$ cat config.mk
export PLATFORM = sky130hd
export DESIGN_NAME = if_id_buffer_flat
export DESIGN_NICKNAME = d
export VERILOG_FILES = /design/src/rtl/if_id_buffer_pkg.sv /design/src/rtl/if_id_buffer_if.sv /design/src/rtl/if_id_buffer_sat_cnt.sv /design/src/rtl/if_id_buffer.sv /design/src/flat_wrapper.sv
export SDC_FILE = /design/constraint.sdc
export NUM_CORES = 1
export LEC_CHECK = 0
export ABC_AREA = 1
export CORE_MARGIN = 2
export CORE_UTILIZATION = 43
export DETAILED_ROUTE_END_ITERATION = 10
export HOLD_SLACK_MARGIN = 0.05
export PLACE_DENSITY = 0.76
export SYNTH_ARGS = -nofsm -noshare
export SYNTH_HDL_FRONTEND = slang
export SYNTH_SLANG_ARGS = --single-unit
$ cat constraint.sdc
create_clock -name clk -period 7.5 [get_ports clk]
set_input_delay 1.875 -clock clk [delete_from_list [all_inputs] [get_ports clk]]
set_output_delay 1.875 -clock clk [all_outputs]
set_load 0.02 [all_outputs]
$ cat src/rtl/if_id_buffer_pkg.sv
// ifid_pkg: shared constants, the fetch/decode entry type and the saturating
// add helper used by the optional drop counter (IFID_PERF_EN).
package ifid_pkg;

  // addi x0,x0,0 -- shown on the decode side whenever the buffer is empty
  localparam logic [31:0] NOP_INSTR = 32'h0000_0013;

  // One buffered fetch result on a 32-bit core
  typedef struct packed {
    logic [31:0] Instr;
    logic [31:0] PCPlus4;
  } ifid_entry_t;

  // 16-bit add that clamps at all-ones instead of wrapping
  function automatic logic [15:0] sat_add16(input logic [15:0] a, input logic [15:0] n);
    logic [16:0] sum_s;
    sum_s = {1'b0, a} + {1'b0, n};
    if (sum_s[16]) begin
      return 16'hFFFF;
    end else begin
      return sum_s[15:0];
    end
  endfunction

endpackage

$ cat src/rtl/if_id_buffer_if.sv
// if_id_buffer_if: fetch-side valid/ready and decode-side stall/flush bundle.
// master = pipeline side (fetch + decode stages), slave = the buffer.
interface if_id_buffer_if #(
  parameter int XLEN = 32
);
  logic [XLEN-1:0] InstrF;
  logic [XLEN-1:0] PCPlus4F;
  logic            ValidF;
  logic            ReadyF;
  logic            StallD;
  logic            FlushD;
  logic [XLEN-1:0] InstrD;
  logic [XLEN-1:0] PCPlus4D;
  logic            ValidD;

  modport master (
    output InstrF, PCPlus4F, ValidF, StallD, FlushD,
    input  ReadyF, InstrD, PCPlus4D, ValidD
  );

  modport slave (
    input  InstrF, PCPlus4F, ValidF, StallD, FlushD,
    output ReadyF, InstrD, PCPlus4D, ValidD
  );
endinterface

$ cat src/rtl/if_id_buffer_sat_cnt.sv
// ifid_sat_cnt: 16-bit counter that adds a variable amount per enabled cycle,
// clamps at 16'hFFFF and has a synchronous clear with priority over the add.
module ifid_sat_cnt
  import ifid_pkg::*;
(
  input  logic        clk,
  input  logic        clr,
  input  logic        add_en,
  input  logic [15:0] add_n,
  output logic [15:0] cnt
);

  logic [15:0] cnt_r;

  // Clear wins; otherwise accumulate with saturation
  always_ff @(posedge clk) begin
    if (clr) begin
      cnt_r <= 16'h0000;
    end else if (add_en) begin
      cnt_r <= sat_add16(cnt_r, add_n);
    end
  end

  assign cnt = cnt_r;

endmodule

$ cat src/rtl/if_id_buffer.sv
// if_id_buffer: DEPTH-entry circular queue between fetch and decode.
// Fetch pushes with ValidF/ReadyF, decode pops the head unless StallD,
// FlushD empties the queue. Defining IFID_PERF_EN adds the DropCnt port
// counting entries discarded by flushes.
module if_id_buffer
  import ifid_pkg::*;
#(
  parameter int              XLEN      = 32,
  parameter int              DEPTH     = 2,
  parameter logic [XLEN-1:0] NOP_INSTR = XLEN'(ifid_pkg::NOP_INSTR)
) (
  input  logic        clk,
  input  logic        rst,
  if_id_buffer_if.slave bus
`ifdef IFID_PERF_EN
  ,
  output logic [15:0] DropCnt
`endif
);

  localparam int PW = (DEPTH > 1) ? $clog2(DEPTH) : 1;
  localparam int CW = $clog2(DEPTH + 1);
  localparam logic [PW-1:0] PTR_LAST = PW'(DEPTH - 1);
  localparam logic [CW-1:0] CNT_FULL = CW'(DEPTH);
  localparam logic [CW-1:0] CNT_ZERO = {CW{1'b0}};
  localparam logic [PW-1:0] PTR_ZERO = {PW{1'b0}};

  logic [XLEN-1:0] instr_mem_r [DEPTH];
  logic [XLEN-1:0] pc_mem_r    [DEPTH];
  logic [PW-1:0]   rdptr_r;
  logic [PW-1:0]   wrptr_r;
  logic [CW-1:0]   count_r;

  logic ready_s;
  logic valid_s;
  logic push_s;
  logic pop_s;

  // Pointer increment with wrap from the last entry back to zero
  function automatic logic [PW-1:0] ptr_inc(input logic [PW-1:0] p);
    if (p == PTR_LAST) begin
      return PTR_ZERO;
    end else begin
      return p + PW'(1);
    end
  endfunction

  // Status and handshake qualifiers; ready/valid come only from count_r
  always_comb begin
    ready_s = (count_r != CNT_FULL);
    valid_s = (count_r != CNT_ZERO);
    push_s  = bus.ValidF & ready_s;
    pop_s   = valid_s & ~bus.StallD;
  end

  // Pointer and occupancy state: reset, then flush, then push/pop
  always_ff @(posedge clk) begin
    if (rst) begin
      rdptr_r <= PTR_ZERO;
      wrptr_r <= PTR_ZERO;
      count_r <= CNT_ZERO;
    end else if (bus.FlushD) begin
      rdptr_r <= PTR_ZERO;
      wrptr_r <= PTR_ZERO;
      count_r <= CNT_ZERO;
    end else begin
      if (push_s) begin
        wrptr_r <= ptr_inc(wrptr_r);
      end
      if (pop_s) begin
        rdptr_r <= ptr_inc(rdptr_r);
      end
      count_r <= count_r + CW'(push_s) - CW'(pop_s);
    end
  end

  // Entry storage; contents are don't-care after reset so no reset here
  always_ff @(posedge clk) begin
    if (push_s && !rst && !bus.FlushD) begin
      instr_mem_r[wrptr_r] <= bus.InstrF;
      pc_mem_r[wrptr_r]    <= bus.PCPlus4F;
    end
  end

  // Decode-side view of the head entry, NOP/zero while empty
  always_comb begin
    if (valid_s) begin
      bus.InstrD   = instr_mem_r[rdptr_r];
      bus.PCPlus4D = pc_mem_r[rdptr_r];
    end else begin
      bus.InstrD   = NOP_INSTR;
      bus.PCPlus4D = {XLEN{1'b0}};
    end
  end

  assign bus.ValidD = valid_s;
  assign bus.ReadyF = ready_s;

`ifdef IFID_PERF_EN
  logic [15:0] drop_n_s;

  // Entries lost on a flush: everything held plus an accepted same-cycle push
  always_comb begin
    drop_n_s = 16'(count_r) + 16'(push_s);
  end

  ifid_sat_cnt u_drop_cnt (
    .clk    (clk),
    .clr    (rst),
    .add_en (bus.FlushD),
    .add_n  (drop_n_s),
    .cnt    (DropCnt)
  );
`endif

endmodule

$ cat src/flat_wrapper.sv
// flat-port wrapper written by rule: the top's interface ports become plain ports
module if_id_buffer_flat import ifid_pkg::*;
#(
  parameter int              XLEN      = 32,
  parameter int              DEPTH     = 2,
  parameter logic [XLEN-1:0] NOP_INSTR = XLEN'(ifid_pkg::NOP_INSTR)
)
  (clk, rst, bus_InstrF, bus_PCPlus4F, bus_ValidF, bus_StallD, bus_FlushD, bus_ReadyF, bus_InstrD, bus_PCPlus4D, bus_ValidD);
  if_id_buffer_if #(.XLEN(XLEN)) bus_i ();
  input  logic clk;
  input  logic rst;
  input wire logic [$bits(bus_i.InstrF)-1:0] bus_InstrF;
  input wire logic [$bits(bus_i.PCPlus4F)-1:0] bus_PCPlus4F;
  input wire logic [$bits(bus_i.ValidF)-1:0] bus_ValidF;
  input wire logic [$bits(bus_i.StallD)-1:0] bus_StallD;
  input wire logic [$bits(bus_i.FlushD)-1:0] bus_FlushD;
  output wire logic [$bits(bus_i.ReadyF)-1:0] bus_ReadyF;
  output wire logic [$bits(bus_i.InstrD)-1:0] bus_InstrD;
  output wire logic [$bits(bus_i.PCPlus4D)-1:0] bus_PCPlus4D;
  output wire logic [$bits(bus_i.ValidD)-1:0] bus_ValidD;
  assign bus_i.InstrF = bus_InstrF;
  assign bus_i.PCPlus4F = bus_PCPlus4F;
  assign bus_i.ValidF = bus_ValidF;
  assign bus_i.StallD = bus_StallD;
  assign bus_i.FlushD = bus_FlushD;
  assign bus_ReadyF = bus_i.ReadyF;
  assign bus_InstrD = bus_i.InstrD;
  assign bus_PCPlus4D = bus_i.PCPlus4D;
  assign bus_ValidD = bus_i.ValidD;
  if_id_buffer #(.XLEN(XLEN), .DEPTH(DEPTH), .NOP_INSTR(NOP_INSTR)) u_core (.clk(clk), .rst(rst), .bus(bus_i));
endmodule
# After elaboration in Yosys (flattened, before gate mapping)
# Memories as Yosys holds them, arrays and structs flattened. A register that Yosys moved wholly into a read port is not among the register bits.
# Index checks and enable logic that the tools add are counted.
op_classes:
  addsub: 4
  n_eq_ne: 1
  n_mux: 10
  bitwise: 3
  reduce_logical: 6
ops:
  columns: ["op", "n"]
  rows:
  - ["$mux 32", 2]
  - ["$mux 1", 8]
  - ["$add 1x1->1 const B", 2]
  - ["$add 2x1->2", 1]
  - ["$and 1x1->1", 2]
  - ["$logic_and 1x1->1", 2]
  - ["$logic_not 1->1", 2]
  - ["$ne 2x2->1 const B", 1]
  - ["$reduce_bool 2->1", 1]
  - ["$reduce_or 2->1", 1]
  - ["$sub 2x1->2", 1]
  - ["$not 1->1", 1]
totals:
  regBits: 4
  ram_bits: 128
  in_bits: 69
  out_inout_bits: 66
  wordCells: 29
  mem_count: 2
mem_list:
  columns: ["memory", "depth", "word_bits", "read_ports", "rd_ports_with_merged_regs", "write_ports", "line_no", "text"]
  rows:
  - ["u_core.instr_mem_r", 2, 32, 1, 1, 1, "if_id_buffer.sv:28", "logic [XLEN-1:0] instr_mem_r [DEPTH];"]
  - ["u_core.pc_mem_r", 2, 32, 1, 1, 1, "if_id_buffer.sv:29", "logic [XLEN-1:0] pc_mem_r [DEPTH];"]

# Logic depth before layout (Yosys ltp)
# Gate-level depths: netlist of run 1.
depth:
  depth_word: 6
  mapped_depth: 9
  mapped_depth_nobuf: 9

# Worst setup path after synthesis of run 1
# No wires, ideal clock.
synth_timing:
  kind: "input -> register"
  start: "input port rst"
  end: "memory u_core.instr_mem_r[1][0], enable pin"
  setup_ps: 565
  t_arrival_ps: 6577
  required_time_ps: 6935
  setup_slack_ps: 358
  path_stages: 3
  n_path_buf: 0
  path_cell_list: "nor2_1 > inv_1 > nor3_1"
synth_between:
  elab_chain_len: 5
synth_lines:
  columns: ["item", "line_no", "text"]
  rows:
  - ["start: declaration", "flat_wrapper.sv:11", "input logic rst;"]
  - ["$logic_not 1->1", "if_id_buffer.sv:79", "if (push_s && !rst && !bus.FlushD) begin"]
  - ["$logic_and 1x1->1 (2 in series)", "if_id_buffer.sv:79", null]
  - ["$mux 1", "if_id_buffer.sv:79", null]
  - ["$mux 1 (implied by the code)", "if_id_buffer.sv:80", "instr_mem_r[wrptr_r] <= bus.InstrF;"]
  - ["end: declaration", "if_id_buffer.sv:28", null]
# No other way between the ends.

==> impl_table.tex, run 1 <==
\begin{tabular}{lr}
\hline
Metric & Value \\
\hline
\multicolumn{2}{l}{\textbf{Yosys}} \\
\quad Post-Synth Simple-Gate Area & 11.9\% \\
\quad Number of instances in the synthesized netlist & roughly 380 \\
\quad Sequential share of the synthesized area & 78.8\% \\
\quad Syn. warnings & 0 \\
\quad Number of distinct library cells after synthesis & 14 \\
\quad Flop and latch count out of synthesis & $\sim$130 \\
\quad Cell type contributing the most total cell area after synthesis & sky130\_fd\_sc\_hd\_\_edfxtp\_1 \\
\quad Post-synthesis cell area & 5000 um2 \\
\quad Share of Yosys cell area claimed by the top area cell type & roughly 77\% \\
\quad Main area contributors after synthesis & sky130\_fd\_sc\_hd\_\_edfxtp\_1 (77\%), sky130\_fd\_sc\_hd\_\_nand2\_1 (10\%), sky130\_fd\_sc\_hd\_\_a21oi\_1 (6.2\%), sky130\_fd\_sc\_hd\_\_dfxtp\_1 (2.0\%), sky130\_fd\_sc\_hd\_\_buf\_2 (1.3\%) \\
\quad Adder-cell area share of the yosys netlist & less than 1\% \\
\quad Combinational family with the most area after synthesis & simple AND/OR/NAND/NOR gates \\
\quad Fraction of synthesized area in multiplexers & 0\% \\
\quad Syn Area/Cell & 13.2 um2 \\
\quad Synthesized net count & roughly 450 \\
\quad Post-Synth XOR/XNOR Area & 0\% \\
\quad Complex-gate fraction of the synthesized area & 6.30\% \\
\multicolumn{2}{l}{\textbf{STA}} \\
\quad Number of endpoints with negative hold slack in the final report & 0 \\
\quad Worst Clk Skew & 0.00867 ns \\
\quad Accumulated negative setup slack & 0 ns \\
\quad Worst max-slew margin expressed relative to the limit & a little over a quarter \\
\quad Shortest period the worst path allows & between 4 and 5 ns \\
\quad Unrepaired setup endpoints after global routing & no \\
\quad Max-slew violations & 0 \\
\quad Post-route worst hold slack & 0.500 ns \\
\quad Slew @ Worst Pin & 1.10 ns \\
\quad Post-route fraction of the period consumed by the critical path & 64.6\% \\
\quad Total of endpoints with negative setup slack in the final report & 0 \\
\quad Maximum clock frequency & between 200 and 250 MHz \\
\multicolumn{2}{l}{\textbf{Drt}} \\
\quad DR WL/cell & 15.5 um \\
\quad Number of vias after detailed routing & 3328 \\
\quad Number of detailed-routing iterations run before antenna repair & 4 \\
\quad Via density per instance & 4.95 \\
\quad Final WL & 10400 um \\
\quad Number of violations reported at the end of detailed-routing iteration 0 & roughly 230 \\
\quad DRC Markers & 0 \\
\quad Routed Antenna Nets & 0 \\
\multicolumn{2}{l}{\textbf{Critical path}} \\
\quad Crit Path Category & reg2out \\
\quad Worst reg-to-reg setup slack & 5.18 ns \\
\quad Crit path largest cell delay & 0.89 ns \\
\quad Cell breakdown of the critical path & buf\_4, inv\_2, nand2\_1, a21oi\_1, clkdlybuf4s50\_1 \\
\quad Endpoint kind of the worst setup timing path & primary output \\
\quad Required arrival time at the worst endpoint & 5.62 ns \\
\quad Maximum fanout encountered on the critical timing path & 65 \\
\quad R2R Path End & u\_core.pc\_mem\_r[0][31]\$\_DFFE\_PP\_ \\
\quad Cell depth of the worst flop-to-flop path & 5 \\
\quad Total buffers and inverters traversed by the critical path & 3 \\
\quad Data arrival, critical path & 2.97 ns \\
\quad Largest delay share family, worst path & buffers and inverters \\
\quad Crit path launch type & register \\
\quad Worst path slowest cell & sky130\_fd\_sc\_hd\_\_inv\_2 \\
\quad Source of the worst register-to-register timing path & u\_core.count\_r[0]\$\_SDFF\_PP0\_ \\
\multicolumn{2}{l}{\textbf{Worst hold path}} \\
\quad Class of the tightest hold or removal check & reg2reg \\
\quad Hold Path Sink & u\_core.wrptr\_r\$\_SDFFE\_PP0P\_ \\
\quad Startpoint of the worst hold path & u\_core.wrptr\_r\$\_SDFFE\_PP0P\_ \\
\quad WHS Path Cells & 2 \\
\multicolumn{2}{l}{\textbf{GRT}} \\
\quad First-pass GRT wire length & between 15000 and 20000 um \\
\quad Aggregate global routing overflow & 0 \\
\quad Pin count of the biggest net entering global routing & 66 \\
\quad Global-route usage over all layers & 16.9\% \\
\quad Via count of the first global-routing pass & 3365 \\
\quad Antenna violations before repair & 0 \\
\multicolumn{2}{l}{\textbf{Layout}} \\
\quad Nets@finish & between 500 and 600 \\
\quad Finished layout cell area & 7040 um2 \\
\quad Fraction of final layout cells sized beyond drive strength 1 & between 6 and 7\% \\
\quad Area Growth Syn to Fin & 40.7\% \\
\quad Antenna cells & 0 \\
\quad Final non-filler cell total & 673 \\
\quad Number of filler instances in the final layout & 886 \\
\multicolumn{2}{l}{\textbf{Power}} \\
\quad Power Total & 0.00180 W \\
\quad Leakage component of the power & 2.45 nW \\
\quad Worst ir drop on vdd & 0.162 mV \\
\quad Power density over cell area & approximately 260 nW/um2 \\
\multicolumn{2}{l}{\textbf{Placed design}} \\
\quad Inst Count DP & 641 \\
\quad Placed inst area & 6470 um2 \\
\quad Final RePlAce weighted congestion & 0.776 \\
\quad Count of port buffers added during placement & 134 \\
\quad Estimated wirelength of the detail-placed design & 6510 um \\
\multicolumn{2}{l}{\textbf{Floorplanning}} \\
\quad Rows & 39 \\
\quad Count of boundary I/O pins & between 100 and 150 \\
\quad Area of the placeable core & 11400 um2 \\
\quad Total die area & 12500 um2 \\
\quad Initial core utilization & 44.0\% \\
\quad Die X-Extent & 112 um \\
\quad Die Span Y & 112 um \\
\multicolumn{2}{l}{\textbf{Clock tree}} \\
\quad CTS tree & built \\
\quad Clock net sink count & 133 \\
\quad Post-CTS Setup Repair Bufs & 0 \\
\quad Reg clk slew, reported paths & 0.06 ns \\
\quad Worst-Skew Late Latency & 0.40 ns \\
\quad Number of buffers inserted by hold repair at cts & 0 \\
\quad Num CTS Buffers & 17 \\
\quad H-tree depth & 4 \\
\quad Clock tree root buffer cell & sky130\_fd\_sc\_hd\_\_clkbuf\_16 \\
\quad Maximum number of buffers from clock root to sink & 2 \\
\quad Cts repair resizes & 0 \\
\multicolumn{2}{l}{\textbf{Run status}} \\
\quad Result of the run & complete, no violations \\
\multicolumn{2}{l}{\textbf{Run}} \\
\quad Max-capacitance violation count & 0 \\
\hline
\end{tabular}
metal layers:
layer  wire length [um]  vias to the layer above  GRT usage (%)
li1                   -                     1608              -
met1               4220                     1611           19.2
met2               5550                      105           29.7
met3                608                        4           5.72
met4                 59                        0           6.09
met5                  0                        -              0
registers in the layout, indices dropped and copies added, names as in the netlist, named ones only:
name,cells
u_core.count_r,2
u_core.rdptr_r,1
u_core.instr_mem_r,64
u_core.wrptr_r,1
u_core.pc_mem_r,64
report_power, final:
| part | switching [W] | leakage, nW | total [W] | internal [W] |
|---|---|---|---|---|
| sequential | 0.00000443 | 1.20 | 0.000836 | 0.000832 |
| clock | 0.000275 | 0.273 | 0.000794 | 0.000519 |
| combinational | 0.0000881 | 0.977 | 0.000168 | 0.0000798 |
| total | 0.000367 | 2.45 | 0.00180 | 0.00143 |
how the worst max path moves through the flow:
stage	cells after the start	startpoint	slack, ns	end
final	5	register	2.65	bus_InstrD[13]
after detailed placement	5	register	3.05	bus_InstrD[13]
after floorplan	3	rst	0.36	u_core.instr_mem_r[1][0]$_DFFE_PP_
after global placement	5	rst	3.09	u_core.instr_mem_r[0][4]$_DFFE_PP_
after global routing	5	register	2.43	bus_InstrD[13]
after CTS	5	register	2.57	bus_InstrD[13]
kinds of logic (layout without fill, tap and decap cells):
| logic type | after synthesis | in the layout |
|---|---|---|
| fa+ha+maj | 1 | 1 |
| flops | 133 | 133 |
| buf+inv | 27 | 179 |
| compound gates | 63 | 63 |
| simple gates | 154 | 154 |
synth_stat cells:
master,number
sky130_fd_sc_hd__buf_2,13
sky130_fd_sc_hd__o21ai_1,1
sky130_fd_sc_hd__nand2_1,139
sky130_fd_sc_hd__inv_1,6
sky130_fd_sc_hd__edfxtp_1,128
sky130_fd_sc_hd__buf_4,6
sky130_fd_sc_hd__inv_2,2
sky130_fd_sc_hd__nor2_4,1
sky130_fd_sc_hd__nor3_1,1
sky130_fd_sc_hd__nand3_1,5
sky130_fd_sc_hd__nor2_1,8
sky130_fd_sc_hd__dfxtp_1,5
sky130_fd_sc_hd__a21oi_1,62
sky130_fd_sc_hd__ha_1,1
layout make-up:
class	instances	area [um2]	area share (%)
tap	143	179	2.54
clock inverter	10	131	1.87
sequential	133	3950	56.0
clock buffer	22	444	6.31
multi-input combinational	218	933	13.3
inverter	8	30.0	0.426
timing repair buffer	139	1380	19.6
cells in the final DEF, fill, tap and decap left out:
| cell | instances |
|---|---|
| sky130_fd_sc_hd__clkinv_1 | 2 |
| sky130_fd_sc_hd__o21ai_1 | 1 |
| sky130_fd_sc_hd__clkinvlp_4 | 2 |
| sky130_fd_sc_hd__clkbuf_1 | 5 |
| sky130_fd_sc_hd__a21oi_1 | 62 |
| sky130_fd_sc_hd__inv_1 | 6 |
| sky130_fd_sc_hd__bufinv_16 | 3 |
| sky130_fd_sc_hd__nor2_1 | 7 |
| sky130_fd_sc_hd__nand3_1 | 5 |
| sky130_fd_sc_hd__buf_4 | 5 |
| sky130_fd_sc_hd__inv_2 | 2 |
| sky130_fd_sc_hd__ha_1 | 1 |
| sky130_fd_sc_hd__clkbuf_16 | 17 |
| sky130_fd_sc_hd__nor2_4 | 2 |
| sky130_fd_sc_hd__dfxtp_1 | 4 |
| sky130_fd_sc_hd__edfxtp_1 | 128 |
| sky130_fd_sc_hd__clkinv_2 | 2 |
| sky130_fd_sc_hd__clkdlybuf4s50_1 | 134 |
| sky130_fd_sc_hd__nand2_1 | 139 |
| sky130_fd_sc_hd__dfxtp_2 | 1 |
| sky130_fd_sc_hd__clkinv_4 | 1 |
| sky130_fd_sc_hd__nor3_2 | 1 |
worst reg2reg max path, delay by kind of cell, from the launching register on:
family | cells | cell delay (ns)
simple gates | 3 | 0.91
flops | 1 | 0.39
buf+inv | 2 | 0.63
through the flow:
step                setup WS, ns  util [%]
floorplan                  0.358         -
global placement            3.09      56.9
detailed placement          3.05      56.9
CTS                         2.57      61.9
global route                2.43      61.9
finish                      2.65      61.9
Power figures use the tool's default switching activity.
==> run 2: changes to the inputs <==
--- a/config.mk
+++ b/config.mk
@@ -7,10 +7,10 @@
 export LEC_CHECK = 0
 export ABC_AREA = 1
 export CORE_MARGIN = 2
-export CORE_UTILIZATION = 43
+export CORE_UTILIZATION = 48
 export DETAILED_ROUTE_END_ITERATION = 10
 export HOLD_SLACK_MARGIN = 0.05
-export PLACE_DENSITY = 0.76
+export PLACE_DENSITY = 0.8
 export SYNTH_ARGS = -nofsm -noshare
 export SYNTH_HDL_FRONTEND = slang
 export SYNTH_SLANG_ARGS = --single-unit
==> constraint.sdc (replaced) <==
create_clock -name clk -period 4.94 [get_ports clk]
set_input_delay 1.235 -clock clk [delete_from_list [all_inputs] [get_ports clk]]
set_output_delay 1.235 -clock clk [all_outputs]
set_load 0.02 [all_outputs]
==> impl_table.tex, run 2 (synthesized netlist as in run 1, its figures left out) <==
\begin{tabular}{lr}
\hline
Metric & Value \\
\hline
\multicolumn{2}{l}{\textbf{Run}} \\
\quad Max-capacitance violation count & 0 (unchanged) \\
\multicolumn{2}{l}{\textbf{Critical path}} \\
\quad Maximum fanout encountered on the critical timing path & 64 (-1.5\%) \\
\quad Data arrival, critical path & 2.63 ns (-0.34 ns) \\
\quad Worst reg-to-reg setup slack & 2.81 ns (-2.37 ns) \\
\quad Endpoint kind of the worst setup timing path & primary output \\
\quad Required arrival time at the worst endpoint & 3.70 ns (-1.92 ns) \\
\quad Crit path launch type & register \\
\quad Crit Path Category & reg2out \\
\multicolumn{2}{l}{\textbf{Layout}} \\
\quad Fraction of final layout cells sized beyond drive strength 1 & 7.37\% (+0.58 points) \\
\quad Commonest non-fill, non-tap cell in the layout & sky130\_fd\_sc\_hd\_\_nand2\_1 \\
\quad Most frequent cells in the layout & sky130\_fd\_sc\_hd\_\_nand2\_1 (139), sky130\_fd\_sc\_hd\_\_clkdlybuf4s50\_1 (134), sky130\_fd\_sc\_hd\_\_edfxtp\_1 (128), sky130\_fd\_sc\_hd\_\_a21oi\_1 (62), sky130\_fd\_sc\_hd\_\_clkbuf\_16 (16) \\
\quad Antenna cells & 0 (unchanged) \\
\quad Number of filler instances in the final layout & 742 (-16\%) \\
\quad Area Growth Syn to Fin & 41.9\% \\
\quad Nets@finish & 586 (-0.17\%) \\
\quad Registers with the most flip-flops & u\_core.instr\_mem\_r x64, u\_core.pc\_mem\_r x64, u\_core.count\_r x2 \\
\multicolumn{2}{l}{\textbf{Drt}} \\
\quad Number of violations reported at the end of detailed-routing iteration 0 & 202 (-12\%) \\
\quad Number of vias after detailed routing & 3292 (-1.1\%) \\
\quad Routed Antenna Nets & 0 (unchanged) \\
\quad DR WL/cell & 15.8 um (+2.1\%) \\
\quad DRC Markers & 0 (unchanged) \\
\quad Via density per instance & 4.95 (+0.11\%) \\
\quad Number of detailed-routing iterations run before antenna repair & 4 (unchanged) \\
\quad Final WL & 10500 um (+0.92\%) \\
\multicolumn{2}{l}{\textbf{GRT}} \\
\quad Via count of the first global-routing pass & 3373 (+0.24\%) \\
\quad Pin count of the biggest net entering global routing & 65 (-1.5\%) \\
\quad Antenna violations before repair & 0 (unchanged) \\
\quad First-pass GRT wire length & 16300 um (+0.39\%) \\
\quad Aggregate global routing overflow & 0 (unchanged) \\
\quad Global-route usage over all layers & 19.1\% (+2.2 points) \\
\multicolumn{2}{l}{\textbf{Floorplanning}} \\
\quad Die Span Y & 106 um (-5.2\%) \\
\quad Total die area & 11300 um2 (-10\%) \\
\quad Count of boundary I/O pins & 135 (unchanged) \\
\quad Rows & 37 (-5.1\%) \\
\quad Initial core utilization & 48.9\% (+4.9 points) \\
\quad Area of the placeable core & 10200 um2 (-10\%) \\
\quad Die X-Extent & 106 um (-5.2\%) \\
\multicolumn{2}{l}{\textbf{Power}} \\
\quad Power density over cell area & 400 nW/um2 (+57\%) \\
\quad Worst ir drop on vdd & 0.230 mV (+42\%) \\
\quad Leakage component of the power & 2.48 nW (+1.3\%) \\
\multicolumn{2}{l}{\textbf{Clock tree}} \\
\quad CTS tree & built \\
\quad Num CTS Buffers & 17 (unchanged) \\
\quad Number of buffers inserted by hold repair at cts & 0 (unchanged) \\
\quad Clock net sink count & 133 (unchanged) \\
\quad Maximum number of buffers from clock root to sink & 2 (unchanged) \\
\quad Post-CTS Setup Repair Bufs & 0 (unchanged) \\
\quad Worst-Skew Late Latency & 0.49 ns (+0.09 ns) \\
\quad Cts repair resizes & 0 (unchanged) \\
\quad H-tree depth & 4 (unchanged) \\
\quad Reg clk slew, reported paths & 0.06 ns (about the same) \\
\quad Clock tree root buffer cell & sky130\_fd\_sc\_hd\_\_clkbuf\_8 \\
\multicolumn{2}{l}{\textbf{Worst hold path}} \\
\quad Class of the tightest hold or removal check & reg2reg \\
\multicolumn{2}{l}{\textbf{STA}} \\
\quad Number of endpoints with negative hold slack in the final report & 0 (unchanged) \\
\quad Worst Clk Skew & 0.00771 ns (-0.000962 ns) \\
\quad Accumulated negative setup slack & 0 ns (unchanged) \\
\quad Post-route fraction of the period consumed by the critical path & 78.3\% \\
\quad Slew @ Worst Pin & 1.09 ns (-0.00201 ns) \\
\quad Unrepaired setup endpoints after global routing & no \\
\quad Max-slew violations & 0 (unchanged) \\
\quad Shortest period the worst path allows & 3.87 ns \\
\quad Worst max-slew margin expressed relative to the limit & 26.9\% (+0.13 points) \\
\quad Maximum clock frequency & 258 MHz \\
\quad Total of endpoints with negative setup slack in the final report & 0 (unchanged) \\
\quad Post-route worst hold slack & 0.492 ns (-0.00853 ns) \\
\multicolumn{2}{l}{\textbf{Placed design}} \\
\quad Final RePlAce weighted congestion & 0.761 (-1.8\%) \\
\quad Count of port buffers added during placement & 134 (unchanged) \\
\quad Estimated wirelength of the detail-placed design & 6460 um (-0.74\%) \\
\multicolumn{2}{l}{\textbf{Run status}} \\
\quad Result of the run & complete, no violations \\
\hline
\end{tabular}
==> run 2: final timing paths <==
kind / from / end / cells after the start
setup / recovery: register / bus_InstrD[14] / 4
hold / removal: u_core.wrptr_r$_SDFFE_PP0P_ / u_core.wrptr_r$_SDFFE_PP0P_ / 2
setup reg to reg: u_core.count_r[0]$_SDFF_PP0_ / u_core.pc_mem_r[1][16]$_DFFE_PP_ / 5
hold reg to reg: u_core.wrptr_r$_SDFFE_PP0P_ / u_core.wrptr_r$_SDFFE_PP0P_ / 2
==> run 2: area by class of cell <==
type	count	area [um2]	area share (%)
multi-input combinational	218	940	13.2
inverter	8	30.0	0.423
clock inverter	12	205	2.89
clock buffer	20	425	5.99
tap	136	170	2.40
sequential	133	3950	55.6
timing repair buffer	138	1380	19.5
==> run 2: metrics by stage <==
step | area (um2) | total power (W) | instances | utilization, % | worst slack, ns
3_5_place_dp | 6470 | 0.00155 | 633 | 63.2 | 1.48
4_1_cts | 7100 | 0.00286 | 665 | 69.4 | 0.985
2_1_floorplan | 5010 | 0.00140 | 378 | - | 0.165
3_3_place_gp | 6470 | 0.00154 | 633 | 63.2 | 1.54
5_1_grt | 7100 | 0.00293 | 665 | 69.4 | 0.844
6_report | 7100 | 0.00284 | 665 | 69.4 | 1.07
==> run 2: worst max-delay path, stage by stage, from the launching register on <==
cell,delay (ns)
sky130_fd_sc_hd__dfxtp_2,0.32
sky130_fd_sc_hd__inv_2,0.78
sky130_fd_sc_hd__nand2_1,0.13
sky130_fd_sc_hd__a21oi_1,0.25
sky130_fd_sc_hd__clkdlybuf4s50_1,0.65
==> run 2: routing by layer <==
metal	track usage (%)	wire, um	up-vias
li1	-	-	1600
met1	23.8	4360	1558
met2	31.8	5470	120
met3	5.58	539	14
met4	6.95	165	0
met5	0	0	-
==> run 2: where the power goes <==
| part | total (W) | switching [W] | internal, W |
|---|---|---|---|
| logic | 0.000256 | 0.000135 | 0.000121 |
| clock network | 0.00131 | 0.000441 | 0.000874 |
| registers | 0.00127 | 0.00000680 | 0.00126 |
| total | 0.00284 | 0.000583 | 0.00226 |
